**config.mk**
```make
export PLATFORM = sky130hd
export DESIGN_NAME = world_hour_setter
export DESIGN_NICKNAME = d
export VERILOG_FILES = /design/src/rtl/world_hour_setter.sv
export SDC_FILE = /design/constraint.sdc
export NUM_CORES = 1
export LEC_CHECK = 0
export CORE_ASPECT_RATIO = 1.25
export CORE_MARGIN = 1
export CORE_UTILIZATION = 55
export CTS_CLUSTER_SIZE = 12
export DETAILED_ROUTE_END_ITERATION = 12
export PLACE_DENSITY_LB_ADDON = 0.05
export SETUP_SLACK_MARGIN = 0.15
export SLEW_MARGIN = 20
export SYNTH_ARGS = -nofsm -noshare
export SYNTH_HDL_FRONTEND = slang
export SYNTH_SLANG_ARGS = --single-unit
```
**constraint.sdc**
```tcl
create_clock -name CLK -period 2.1 [get_ports CLK]
set_input_delay 0.63 -clock CLK [delete_from_list [all_inputs] [get_ports CLK]]
set_output_delay 0.63 -clock CLK [all_outputs]
set_load 0.03 [all_outputs]
```
**src/rtl/world_hour_setter.sv**
```systemverilog
// rtl/world_hour_setter.sv - edit home hour through a world city's time zone and load it back
module world_hour_setter (
  input  logic       CLK,
  input  logic       RST,
  input  logic [6:0] HOUR,
  input  logic [2:0] W_COUNT,
  input  logic       SET_EN,
  input  logic       UP,
  input  logic       DOWN,
  input  logic       COMMIT,
  input  logic       CANCEL,
  input  logic       LOAD_ACK,
  output logic       EDITING,
  output logic [6:0] HOUR_W_EDIT,
  output logic       LOAD_REQ,
  output logic [6:0] HOUR_LOAD,
  output logic       DAY_INC,
  output logic       DAY_DEC
);

  typedef enum logic [1:0] {
    IDLE    = 2'd0,
    EDIT    = 2'd1,
    CONVERT = 2'd2,
    REQ     = 2'd3
  } state_t;

  state_t     state;
  state_t     state_nx;

  logic [2:0] city;
  logic [6:0] edit_hour;
  logic [6:0] home_hour;
  logic [6:0] fwd_hour;
  logic [6:0] inv_hour;
  logic       inv_inc;
  logic       inv_dec;
  logic [6:0] load_hour;
  logic       day_inc_q;
  logic       day_dec_q;

  // Out-of-range home hours are treated as midnight before converting.
  assign home_hour = (HOUR > 7'd23) ? 7'd0 : HOUR;

  // Forward conversion home -> world; each branch keeps the result inside 0..23.
  always_comb begin
    fwd_hour = home_hour;
    case (W_COUNT)
      3'd0:    fwd_hour = (home_hour >= 7'd22) ? home_hour - 7'd22 : home_hour + 7'd2;
      3'd1:    fwd_hour = (home_hour == 7'd0)  ? 7'd23             : home_hour - 7'd1;
      3'd2:    fwd_hour = (home_hour >= 7'd14) ? home_hour - 7'd14 : home_hour + 7'd10;
      default: fwd_hour = (home_hour >= 7'd9)  ? home_hour - 7'd9  : home_hour + 7'd15;
    endcase
  end

  // Inverse conversion world -> home from the latched city, flagging the date rollover.
  always_comb begin
    inv_hour = edit_hour;
    inv_inc  = 1'b0;
    inv_dec  = 1'b0;
    case (city)
      3'd0: begin
        if (edit_hour < 7'd2) begin
          inv_hour = edit_hour + 7'd22;
          inv_dec  = 1'b1;
        end else begin
          inv_hour = edit_hour - 7'd2;
        end
      end
      3'd1: begin
        if (edit_hour >= 7'd23) begin
          inv_hour = edit_hour - 7'd23;
          inv_inc  = 1'b1;
        end else begin
          inv_hour = edit_hour + 7'd1;
        end
      end
      3'd2: begin
        if (edit_hour >= 7'd10) begin
          inv_hour = edit_hour - 7'd10;
          inv_inc  = 1'b1;
        end else begin
          inv_hour = edit_hour + 7'd14;
        end
      end
      default: begin
        if (edit_hour >= 7'd15) begin
          inv_hour = edit_hour - 7'd15;
          inv_inc  = 1'b1;
        end else begin
          inv_hour = edit_hour + 7'd9;
        end
      end
    endcase
  end

  // State register.
  always_ff @(posedge CLK or posedge RST) begin
    if (RST) begin
      state <= IDLE;
    end else begin
      state <= state_nx;
    end
  end

  // Next state and status outputs; CANCEL outranks COMMIT in EDIT, REQ waits only for the ack.
  always_comb begin
    state_nx = state;
    EDITING  = 1'b1;
    LOAD_REQ = 1'b0;
    case (state)
      IDLE: begin
        EDITING = 1'b0;
        if (SET_EN) state_nx = EDIT;
      end
      EDIT: begin
        if (CANCEL)      state_nx = IDLE;
        else if (COMMIT) state_nx = CONVERT;
      end
      CONVERT: begin
        state_nx = REQ;
      end
      REQ: begin
        LOAD_REQ = 1'b1;
        if (LOAD_ACK) state_nx = IDLE;
      end
      default: begin
        state_nx = IDLE;
      end
    endcase
  end

  // City latch and edit register; opposing UP/DOWN cancel each other out.
  always_ff @(posedge CLK or posedge RST) begin
    if (RST) begin
      city      <= 3'd0;
      edit_hour <= 7'd0;
    end else if (state == IDLE && SET_EN) begin
      city      <= W_COUNT;
      edit_hour <= fwd_hour;
    end else if (state == EDIT && !CANCEL && !COMMIT) begin
      if (UP && !DOWN) begin
        edit_hour <= (edit_hour >= 7'd23) ? 7'd0 : edit_hour + 7'd1;
      end else if (DOWN && !UP) begin
        edit_hour <= (edit_hour == 7'd0 || edit_hour > 7'd23) ? 7'd23 : edit_hour - 7'd1;
      end
    end
  end

  // Load value and day flags change only in CONVERT, so they stay put through REQ and after.
  always_ff @(posedge CLK or posedge RST) begin
    if (RST) begin
      load_hour <= 7'd0;
      day_inc_q <= 1'b0;
      day_dec_q <= 1'b0;
    end else if (state == CONVERT) begin
      load_hour <= inv_hour;
      day_inc_q <= inv_inc;
      day_dec_q <= inv_dec;
    end
  end

  assign HOUR_W_EDIT = edit_hour;
  assign HOUR_LOAD   = load_hour;
  assign DAY_INC     = day_inc_q;
  assign DAY_DEC     = day_dec_q;

endmodule

```
==> flow_metrics.env <==
export IMPL_postCtsHoldBufs=0
export IMPL_total_power_uw=4460
export IMPL_ys_seq_area_share_pct=22.1
export IMPL_slew_violations=0
export IMPL_cp_start_kind="primary input"
export IMPL_cpMostUsedCell="buf_6"
export IMPL_critPathMaxStageDelay_ns=0.36
export IMPL_synth_edf_count=0
export IMPL_grt_pass1_wl_mm=13.2
export IMPL_die_x_um=60.9
export IMPL_tightest_slew_ns=0.596
export IMPL_p_seq_share_pct=18.9
export IMPL_hold_start="HOUR_LOAD[2]$_DFFE_PP0P_"
export IMPL_grt_overflow_total=0
export IMPL_layout_setup_ws_ns=-0.263
export IMPL_outcome="finished, violations left"
export IMPL_yosysWarnings=0
export IMPL_grt_max_degree=22
export IMPL_slew_headroom_pct=60.0
export IMPL_area_delta_synth_final_pct=50.1
export IMPL_critPathMaxFanout=4
export IMPL_n_antenna_cell=0
export IMPL_wl_mm=10.5
export IMPL_grt_antenna_before_repair=0
export IMPL_tritoncts="built"
export IMPL_synth_cell_type_count=62
export IMPL_insertion_delay_ns=0.28
export IMPL_nNetsFinal=445
export IMPL_vdd_drop_max_mv=0.492
export IMPL_swShare_pct=53.8
export IMPL_fin_worst_skew_ns=0.00560
export IMPL_yosysMostFrequentCell="nand2_1"
export IMPL_dp_hpwl_mm=6.21
export IMPL_syn_inst=320
export IMPL_clk_pin_slew_ns=0.09
export IMPL_synth_area_leaders="dfrtp_1, ha_1, nand2_1"
export IMPL_cts_root_buf="clkbuf_8"
export IMPL_end_kind="register"
export IMPL_setup_viol=7
export IMPL_worstPathCellList="buf_8 -> a211oi_4 -> buf_6 -> nand2_4 -> buf_4 -> buf_6 -> ha_2 -> nand2b_1 -> nand2_1 -> nand2_2 -> a2111oi_4 -> nor4_1 -> a41oi_1"
export IMPL_dr_pass1_iters=5
export IMPL_gp_congestion=0.995
export IMPL_syn_avg_cell_area_um2=7.44
export IMPL_design_area_um2=3570
export IMPL_crit_type="in -> reg"
export IMPL_cap_violations=0
export IMPL_ys_ff_latch=21
export IMPL_die_h_um=75.6
export IMPL_core_um2=4130
export IMPL_period_share_pct=113
export IMPL_p_leak_uw=0.00161
export IMPL_routed_via_count=3296
export IMPL_pre_cts_ws_ns=-0.898
export IMPL_synth_area_um2=2380
export IMPL_grt_use_total_pct=39.1
export IMPL_p_switching_uw=2400
export IMPL_rsz0062_at_grt="yes"
export IMPL_drive_above_1_share_pct=34.8
export IMPL_cp_required_ns=2.23
export IMPL_min_path_type="reg -> reg"
export IMPL_ant_nets=0
export IMPL_startpoint="HOUR[4]"
export IMPL_hold_ws_ns=0.483
export IMPL_h_tree_depth=1
export IMPL_fin_util_pct=86.5
export IMPL_clock_sinks=21
export IMPL_grt_pass1_vias=2853
export IMPL_synth_nets=350
export IMPL_remaining_drc_errors=0
export IMPL_cts_buffers=3
export IMPL_vias_per_cell=7.01
export IMPL_rows=26
export IMPL_clkPwrFrac_pct=6.6
export IMPL_synth_common_cells="nand2_1, nor2_1, a21oi_1"
export IMPL_synth_area_leader_cell="dfrtp_1"
export IMPL_place_area_um2=3210
export IMPL_p_comb_share_pct=74.5
export IMPL_ys_dominant_reg_cell="dfrtp_1"
export IMPL_violations="negative setup slack"
export IMPL_first_iter_violations=462
export IMPL_synthArstFlopShare_pct=100
export IMPL_internal_power_uw=2060
export IMPL_io_pins=36
export IMPL_period_needed_ns=2.36
export IMPL_r2r_start="HOUR_W_EDIT[1]$_DFFE_PP0P_"
export IMPL_worstPathArrival_ns=2.50
export IMPL_fmaxAchievable_mhz=423
export IMPL_initial_core_util_pct=57.6
export IMPL_drt_wirelength_per_cell_um=22.3
export IMPL_numPortBuffers=35
export IMPL_p_per_area_nw_per_um2=1250
export IMPL_hold_viol=0
export IMPL_cpMaxStageDelayCell="nor4_1"
export IMPL_yosysTopAreaCellShare_pct=22.1
export IMPL_cts_buffer_depth=2
export IMPL_die_area_um2=4600
per-stage QoR:
stage / std cells / setup TNS (ns)
5_1_grt: 470 / -1.61
2_1_floorplan: 320 / -0.600
3_5_place_dp: 454 / -5.37
3_3_place_gp: 454 / -4.75
4_1_cts: 466 / -0.370
6_report: 470 / -1.10
worst max-delay path: cells and delay by family:
| family | cells | cell delay (ns) |
|---|---|---|
| AND/OR/NAND/NOR | 5 | 0.74 |
| buffers and inverters | 4 | 0.55 |
| AO/OA/AOI/OAI | 3 | 0.40 |
| adder cells (fa/ha/maj) | 1 | 0.18 |
final cells by class:
cell class | count | area [µm²]
clock buffer | 3 | 41.3
clock inverter | 1 | 5.00
fill | 219 | 557
inverter | 14 | 52.6
multi-input combinational | 267 | 1950
sequential | 21 | 531
tap | 56 | 70.1
timing repair buffer | 108 | 925
flip-flops by register name (all words and copies together) (netlist names), named ones only:
signal / flops
DAY_INC: 1
DAY_DEC: 1
HOUR_LOAD: 7
city: 3
HOUR_W_EDIT: 7
state: 1
final timing paths:
kind / end / slack [ns] / depth (start not counted)
min in group asynchronous: DAY_INC$_DFFE_PP0P_ / 0.71 / 3
setup / recovery: HOUR_W_EDIT[3]$_DFFE_PP0P_ / -0.26 / 13
hold reg to reg: HOUR_LOAD[2]$_DFFE_PP0P_ / 0.48 / 2
hold / removal: HOUR_LOAD[2]$_DFFE_PP0P_ / 0.48 / 2
max in group asynchronous: HOUR_W_EDIT[3]$_DFFE_PP0P_ / 1.12 / 3
setup reg to reg: HOUR_W_EDIT[3]$_DFFE_PP0P_ / -0.01 / 8
power groups by stage:
stage | clock (µW) | sequential (µW) | combinational, µW
finish | 293 | 843 | 3320
global route | 302 | 865 | 3550
CTS | 286 | 828 | 3000
detailed placement | 0 | 835 | 3000
global placement | 0 | 819 | 2960
floorplan | 0 | 1030 | 1740
repair_timing:
| item | in CTS | in global routing |
|---|---|---|
| gates cloned | 1 | 0 |
| setup endpoints to repair | 17 | 20 |
| endpoints found under the hold margin | 0 | 0 |
| pin swaps | 13 | 19 |
| resized for setup | 56 | 44 |
| setup buffers | 7 | 4 |
cell usage in the layout (no fill, tap or decap), drive strengths merged, types with 5 or more instances in the layout:
cell,synthesis,layout
o211ai,8,8
nor3,12,12
nand2,39,39
a211oi,5,5
a31oi,7,7
inv,14,14
clkbuf,9,5
dlymetal6s2s,0,7
xnor2,7,7
a21o,5,5
nand3,5,5
nor2b,6,6
clkdlybuf4s50,0,11
nand2b,8,8
ha,12,12
dlygate4sd2,0,11
nor2,31,31
dfrtp,21,21
a21oi,26,26
o31ai,6,6
buf,9,76
o21ai,26,26
cell families (layout without fill, tap and decap cells):
group / after synthesis / in the layout / share of synthesized area, %
and+or+nand+nor: 125 / 125 / 26.7
AOI/OAI and AO/OA: 116 / 116 / 33.3
buffers and inverters: 32 / 126 / 6.04
DFF: 21 / 21 / 22.1
adders and majority gates: 13 / 13 / 6.73
xor gates and xnor gates: 9 / 9 / 3.31
muxes: 4 / 4 / 1.84
per-layer routing:
layer,part of all wire [%],wire [µm],vias to the layer above,GRT usage [%]
li1,-,-,1381,-
met5,0,0,-,0
met2,49,5090,288,73.6
met1,34,3530,1504,39.1
met3,7.9,829,123,4.41
met4,9.7,1020,0,27.5
Power figures use the tool's default switching activity.
